--- src/rtl/reg_file_pkg.sv ---
// Shared widths, indices and word types for the ARM register file storage stage.
package reg_file_pkg;
    localparam int DATA_W   = 32;
    localparam int NUM_REGS = 16;
    localparam int SEL_W    = 4;
    localparam int PC_IDX   = 15;

    typedef logic [DATA_W-1:0] reg_word_t;
    typedef logic [SEL_W-1:0]  reg_sel_t;

    localparam reg_word_t PC_STEP = 32'd4;
endpackage

--- src/rtl/reg_decoder.sv ---
// 4-to-16 one-hot write-enable decoder; all outputs low when en is low.
module reg_decoder
    import reg_file_pkg::*;
(
    input  logic                en,
    input  reg_sel_t            sel,
    output logic [NUM_REGS-1:0] onehot
);

    // Decode the select into a single enable bit, gated by en
    always_comb begin
        onehot = {NUM_REGS{1'b0}};
        if (en) begin
            onehot[sel] = 1'b1;
        end else begin
            onehot = {NUM_REGS{1'b0}};
        end
    end

endmodule

--- src/rtl/register_bank.sv ---
// Storage for R0..R15 with one write port and dedicated PC (R15) load/increment logic.
// Optional write-through forwarding onto q_flat/pc_out is enabled by defining REG_WRITE_BYPASS_EN.
module register_bank
    import reg_file_pkg::*;
(
    input  logic                       clk,
    input  logic                       rst,
    input  logic                       ld,
    input  logic [SEL_W-1:0]           rw_sel,
    input  logic [DATA_W-1:0]          pw,
    input  logic                       pc_ld,
    input  logic [DATA_W-1:0]          pc_in,
    input  logic                       pc_inc,
    output logic [NUM_REGS*DATA_W-1:0] q_flat,
    output logic [DATA_W-1:0]          pc_out
);

    logic [NUM_REGS-1:0]        we_s;
    logic [NUM_REGS*DATA_W-1:0] reg_q_s;
    reg_word_t                  pc_r;
    reg_word_t                  pc_next_s;

    reg_decoder u_dec (
        .en     (ld),
        .sel    (rw_sel),
        .onehot (we_s)
    );

    for (genvar n = 0; n < PC_IDX; n++) begin : g_gpr
        reg_word_t gpr_r;

        // General-purpose register n: cleared by rst, loaded when its enable is set
        always_ff @(posedge clk) begin
            if (rst) begin
                gpr_r <= {DATA_W{1'b0}};
            end else if (we_s[n]) begin
                gpr_r <= pw;
            end else begin
                gpr_r <= gpr_r;
            end
        end

        assign reg_q_s[n*DATA_W +: DATA_W] = gpr_r;
    end

    // R15 next state: branch load beats general write, which beats increment
    always_comb begin
        pc_next_s = pc_r;
        if (pc_ld) begin
            pc_next_s = pc_in;
        end else if (we_s[PC_IDX]) begin
            pc_next_s = pw;
        end else if (pc_inc) begin
            pc_next_s = pc_r + PC_STEP;
        end else begin
            pc_next_s = pc_r;
        end
    end

    // R15 register
    always_ff @(posedge clk) begin
        if (rst) begin
            pc_r <= {DATA_W{1'b0}};
        end else begin
            pc_r <= pc_next_s;
        end
    end

    assign reg_q_s[PC_IDX*DATA_W +: DATA_W] = pc_r;

`ifdef REG_WRITE_BYPASS_EN
    logic [NUM_REGS*DATA_W-1:0] fwd_q_s;

    // Forward the pending write onto the read bus; pc_ld overrides ld for R15
    always_comb begin
        fwd_q_s = reg_q_s;
        if (!rst) begin
            if (ld) begin
                fwd_q_s[int'(rw_sel)*DATA_W +: DATA_W] = pw;
            end else begin
                fwd_q_s = reg_q_s;
            end
            if (pc_ld) begin
                fwd_q_s[PC_IDX*DATA_W +: DATA_W] = pc_in;
            end else begin
                fwd_q_s[PC_IDX*DATA_W +: DATA_W] = fwd_q_s[PC_IDX*DATA_W +: DATA_W];
            end
        end else begin
            fwd_q_s = reg_q_s;
        end
    end

    assign q_flat = fwd_q_s;
    assign pc_out = fwd_q_s[PC_IDX*DATA_W +: DATA_W];
`else
    assign q_flat = reg_q_s;
    assign pc_out = pc_r;
`endif

endmodule
--- config.mk ---
export PLATFORM = sky130hd
export DESIGN_NAME = register_bank
export DESIGN_NICKNAME = d
export VERILOG_FILES = /design/src/rtl/reg_file_pkg.sv /design/src/rtl/reg_decoder.sv /design/src/rtl/register_bank.sv
export SDC_FILE = /design/constraint.sdc
export NUM_CORES = 1
export LEC_CHECK = 0
export CAP_MARGIN = 30
export CORE_MARGIN = 2
export CORE_UTILIZATION = 29
export DETAILED_ROUTE_END_ITERATION = 12
export PLACE_DENSITY = 0.52
export SYNTH_ARGS = -nofsm -noshare
export SYNTH_HDL_FRONTEND = slang
export SYNTH_SLANG_ARGS = --single-unit
--- constraint.sdc ---
create_clock -name clk -period 2.57 [get_ports clk]
set_clock_uncertainty 0.2 [all_clocks]
set_input_delay 0.514 -clock clk [delete_from_list [all_inputs] [get_ports clk]]
set_output_delay 0.514 -clock clk [all_outputs]
set_load 0.05 [all_outputs]
; Yosys cells after proc, flatten, opt, wreduce, memory -nomap -nowiden
; Index checks and enable logic that the tools add are counted.
[word_totals]
ff_bits = 512
output_inout_bits = 544
elab_cells = 27
input_bits = 73
[op_classes]
n_reduce_logical = 2
order_cmp = 2
add_sub_neg = 1
n_mux = 6
[op_table]
columns = operator, count
row1 = $mux W32, 3
row2 = $add A32 B3 Y32 const B, 1
row3 = $mux W16, 1
row4 = $lt A4 B5 Y1 const B, 1
row5 = $demux W1 S4, 1
row6 = $ge A4 B1 Y1 const B, 1
row7 = $reduce_bool A3 Y1, 1
row8 = $logic_and A1 B1 Y1, 1
row9 = $mux W1, 1

; Longest topological paths before layout
[logic_depth]
word_depth = 7
ltp_mapped = 8
mapped_depth_nobuf = 6

; Cells and area by module
; Synthesis repeated with hierarchy kept, for this count alone.
[hier_totals]
cells_unflattened = 1982
hier_area_um2 = 19585.0
[by_module_without_submodules]
columns = mod, area_each_um2, seq_area_each_um2, cells_per_inst, n_inst
row1 = register_bank, 19467.4, 10249.8, 1959, 1
row2 = reg_decoder, 117.6, 0.0, 23, 1

; Worst setup path before layout
; No wires, ideal clock.
[synth_timing]
path_kind = flip-flop to flip-flop
startpoint = register pc_r[2] (netlist: pc_out[2])
endpoint = register pc_r[26] (netlist: pc_out[26])
t_required_ns = 2.238
setup_time_ns = 0.132
slack_ns = 0.283
synth_period_minus_slack_ns = 2.287
path_buffers = 0
arrival_ns = 1.955
path_stages_with_launch = 7
cell_sequence = dfxtp_1 ha_1 and4_1 nand3_2 nor4_1 xnor2_1 o32ai_1
[synth_via]
elab_chain_len = 4
[synth_lines]
columns = element, line_no
row1 = "start, declared", register_bank.sv:20  ; reg_word_t pc_r;
row2 = "start signal, assigned", register_bank.sv:63  ; pc_r <= {DATA_W{1'b0}};
row3 = "start signal, assigned", register_bank.sv:65  ; pc_r <= pc_next_s;
row4 = $add A32 B3 Y32, register_bank.sv:54  ; pc_next_s = pc_r + PC_STEP;
row5 = $mux W32, register_bank.sv:53  ; end else if (pc_inc) begin
row6 = $mux W32, register_bank.sv:51  ; end else if (we_s[PC_IDX]) begin
row7 = $mux W32, register_bank.sv:49  ; if (pc_ld) begin
; No other way between the ends. The select of a mux whose other input is x is not followed.
; A chain may end at the register's enable or synchronous reset.

; Final worst setup path
[layout_timing]
startpoint = register g_gpr[1].gpr_r[19]
endpoint = output port q_flat[51]
[layout_rtl]
columns = element, line_no
row1 = "start, declared", register_bank.sv:30  ; reg_word_t gpr_r;
row2 = "start signal, assigned", register_bank.sv:35  ; gpr_r <= {DATA_W{1'b0}};
row3 = "start signal, assigned", register_bank.sv:37  ; gpr_r <= pw;
row4 = "start signal, assigned", register_bank.sv:39  ; gpr_r <= gpr_r;
row5 = "end, declared", register_bank.sv:14  ; output logic [NUM_REGS*DATA_W-1:0] q_flat,
; No word-level cell between the ends.

==> flow_metrics.tcl <==
set metrics [dict create \
    netlist_top_cells_count "nand2_1 (1004), dfxtp_1 (512), a21oi_1 (492)" \
    gp_congestion 0.905 \
    root_buffer "clkbuf_16" \
    placeableCoreArea_um2 65600 \
    finalInstanceArea_um2 28900 \
    dpl_cell_area_um2 26900 \
    synthCells 2495 \
    finalSetupViolCount 0 \
    slowest_delay_ns 0.87 \
    path_depth 1 \
    timing.final.ws_setup_ns 0.0383 \
    drcViolationCount 0 \
    placement.io_buffers 616 \
    cp.required_ns 1.86 \
    finalHoldViolations 0 \
    num_vias 19662 \
    syn_area_per_cell_um2 7.69 \
    grt_max_degree 145 \
    cp-end-kind "output port" \
    pre_cts_ws_ns -0.194 \
    ys_types 52 \
    worstRegToRegCells 6 \
    layout-drive-gt1-share_pct 8.45 \
    first_iter_violations 1537 \
    synth_ff_type "dfxtp_1" \
    worstPathArrival_ns 1.82 \
    die_area_um2 68200 \
    yosysWarnings 0 \
    syn-cell-area_um2 19200 \
    wl_per_cell_um 23.3 \
    whs_ns 0.0482 \
    crit_chain "clkdlybuf4s50_1" \
    vias_per_cell 4.97 \
    rows 94 \
    critPathLaunchType "register" \
    grt_pass1_vias 18678 \
    synthesis.nets 2569 \
    cp_num_buf_inv 1 \
    yosysMostFrequentCell "nand2_1" \
    grt-ovfl-total 0 \
    use_met3_pct 7.98 \
    yosys.area.top_type "dfxtp_1" \
    reg2reg_to "pc_out[22]" \
    grt_use_total_pct 26.0 \
    slew_headroom_pct 51.7 \
    p_leak_nw 11.5 \
    critPathCapture "q_flat[51]" \
    path_delay_family "buffers and inverters" \
    antenna_found_initial 6 \
    clkLatencyLatePin_ns 0.61 \
    synth-edff-count 0 \
    r2r_start "pc_out[3]" \
    async_reset_ff_share_pct 0 \
    finalCritPeriodShare_pct 98.5 \
    clock.fmax_mhz 395 \
    busiest_layer "met2" \
    min_path_type "input pin to register" \
    grt_pass1_wl_mm 131 \
    fin_nets 3117 \
    io_pins 617 \
    crit_fanout 2 \
    cts_tree "yes" \
    tightest_slew_ns 0.725 \
    die_w_um 261 \
    cts_buffers 56 \
    wl_mm 92.4 \
    synth_top_area_share_pct 53.4 \
    status "finished clean" \
    ys_seq_area_share_pct 53.4 \
    drv_cap 0 \
    ys_ff_latch 512 \
    critical_path_class "register to output port" \
    firstDrtPassIters 6 \
    die_h_um 261 \
    finalCriticalPeriod_ns 2.53 \
    drv_slew 0 \
    antenna_left 0 \
    cts_max_level 2 \
    grtUsageMet1_pct 31.8 \
    globalRouteMet2Util_pct 43.5 \
    crit_path_top_delay_cell "clkdlybuf4s50_1" \
    synthToLayoutAreaGrowth_pct 50.5 \
    pwr_density_cell_nw_per_um2 645 \
    regToRegSetupSlack_ns 0.21 \
    path_clk_slew_ns 0.06 \
    peakVddDrop_uv 498 \
    dp_hpwl_mm 64.2 \
    yosys-top-cells-area "dfxtp_1 (53%), nand2_1 (20%), a21oi_1 (13%)" \
    start_util_pct 29.2 \
    cts_num_sinks 512 \
    grt_setup_unrepaired "no" \
    clk_path_buf_depth 3 \
    startpoint "g_gpr[1].gpr_r[19]" \
    post_cts_buffers 0 \
]
## cells in the final DEF (no fill, tap or decap), types with 8 or more instances in the layout
| master | n |
|---|---|
| a211oi_1 | 10 |
| a21oi_1 | 492 |
| a31oi_1 | 10 |
| and3_1 | 13 |
| buf_12 | 45 |
| buf_4 | 101 |
| clkbuf_1 | 13 |
| clkbuf_16 | 56 |
| clkbuf_8 | 13 |
| clkdlybuf4s50_1 | 404 |
| clkinv_2 | 8 |
| dfxtp_1 | 512 |
| dlygate4sd2_1 | 131 |
| dlymetal6s2s_1 | 69 |
| nand2_1 | 1002 |
| nand3_1 | 20 |
| nand4_1 | 13 |
| nor2_1 | 22 |
| nor4_1 | 9 |
| o32ai_1 | 8 |
| xnor2_1 | 15 |
## power breakdown
| part | total [mW] | switching, mW | leakage [nW] | internal, mW |
|---|---|---|---|---|
| Clock | 8.37 | 3.46 | 0.931 | 4.91 |
| Combinational | 2.05 | 1.45 | 6.40 | 0.604 |
| Sequential | 8.19 | 0.125 | 4.14 | 8.07 |
## cells by family after synthesis
kind of cell / count (synthesis) / synth area share, %
DFF: 512 / 53.4
AOI/OAI and AO/OA: 560 / 15.5
muxes: 4 / 0.209
and+or+nand+nor: 1130 / 23.7
adders and majority gates: 1 / 0.0652
buffers and inverters: 267 / 6.13
xor gates and xnor gates: 21 / 0.959
## per-stage QoR
step	cells	setup TNS [ns]	power [mW]	utilization (%)
floorplan	2495	0	9.51	-
global placement	3849	-13.66	10.5	41.0
detailed placement	3849	-30.22	10.5	41.0
CTS	3953	0	18.8	43.7
global route	3957	0	19.2	44.0
finish	3957	0	18.6	44.0
## timing repair
item	4_1_cts	5_1_grt
pin swaps	0	0
resized for setup	137	69
setup endpoints to repair	134	69
hold buffers	0	0
gates cloned	0	0
## layout make-up
class / count / area [µm²]
Sequential cell: 512 / 10200
Inverter: 4 / 15.0
Clock buffer: 82 / 1630
Timing Repair Buffer: 753 / 7750
Antenna cell: 4 / 10.0
Fill cell: 6438 / 36800
Multi-Input combinational cell: 1716 / 7840
Clock inverter: 22 / 283
Tap cell: 864 / 1080
## metal layers
layer | vias to the layer above | share of wire (%)
li1 | 9200 | -
met1 | 9467 | 40
met2 | 858 | 48
met3 | 133 | 9.2
met4 | 4 | 2.9
met5 | - | 0.029
## flip-flops by register name, summed over array words and instances (netlist names)
signal       count
pc_out          32
g_gpr.gpr_r    480
## worst min path at each step
stage | startpoint | to | slack, ns | depth (start not counted)
2_1_floorplan | pw[9] | g_gpr[0].gpr_r[9] | 0.45 | 2
3_3_place_gp | g_gpr[6].gpr_r[6] | g_gpr[6].gpr_r[6] | 0.24 | 2
3_5_place_dp | g_gpr[10].gpr_r[0] | g_gpr[10].gpr_r[0] | 0.25 | 2
4_1_cts | rst | g_gpr[0].gpr_r[18] | 0.03 | 2
5_1_grt | rst | g_gpr[0].gpr_r[13] | 0.04 | 2
6_report | rst | g_gpr[0].gpr_r[18] | 0.05 | 2
(Power assumes the default switching activity.)
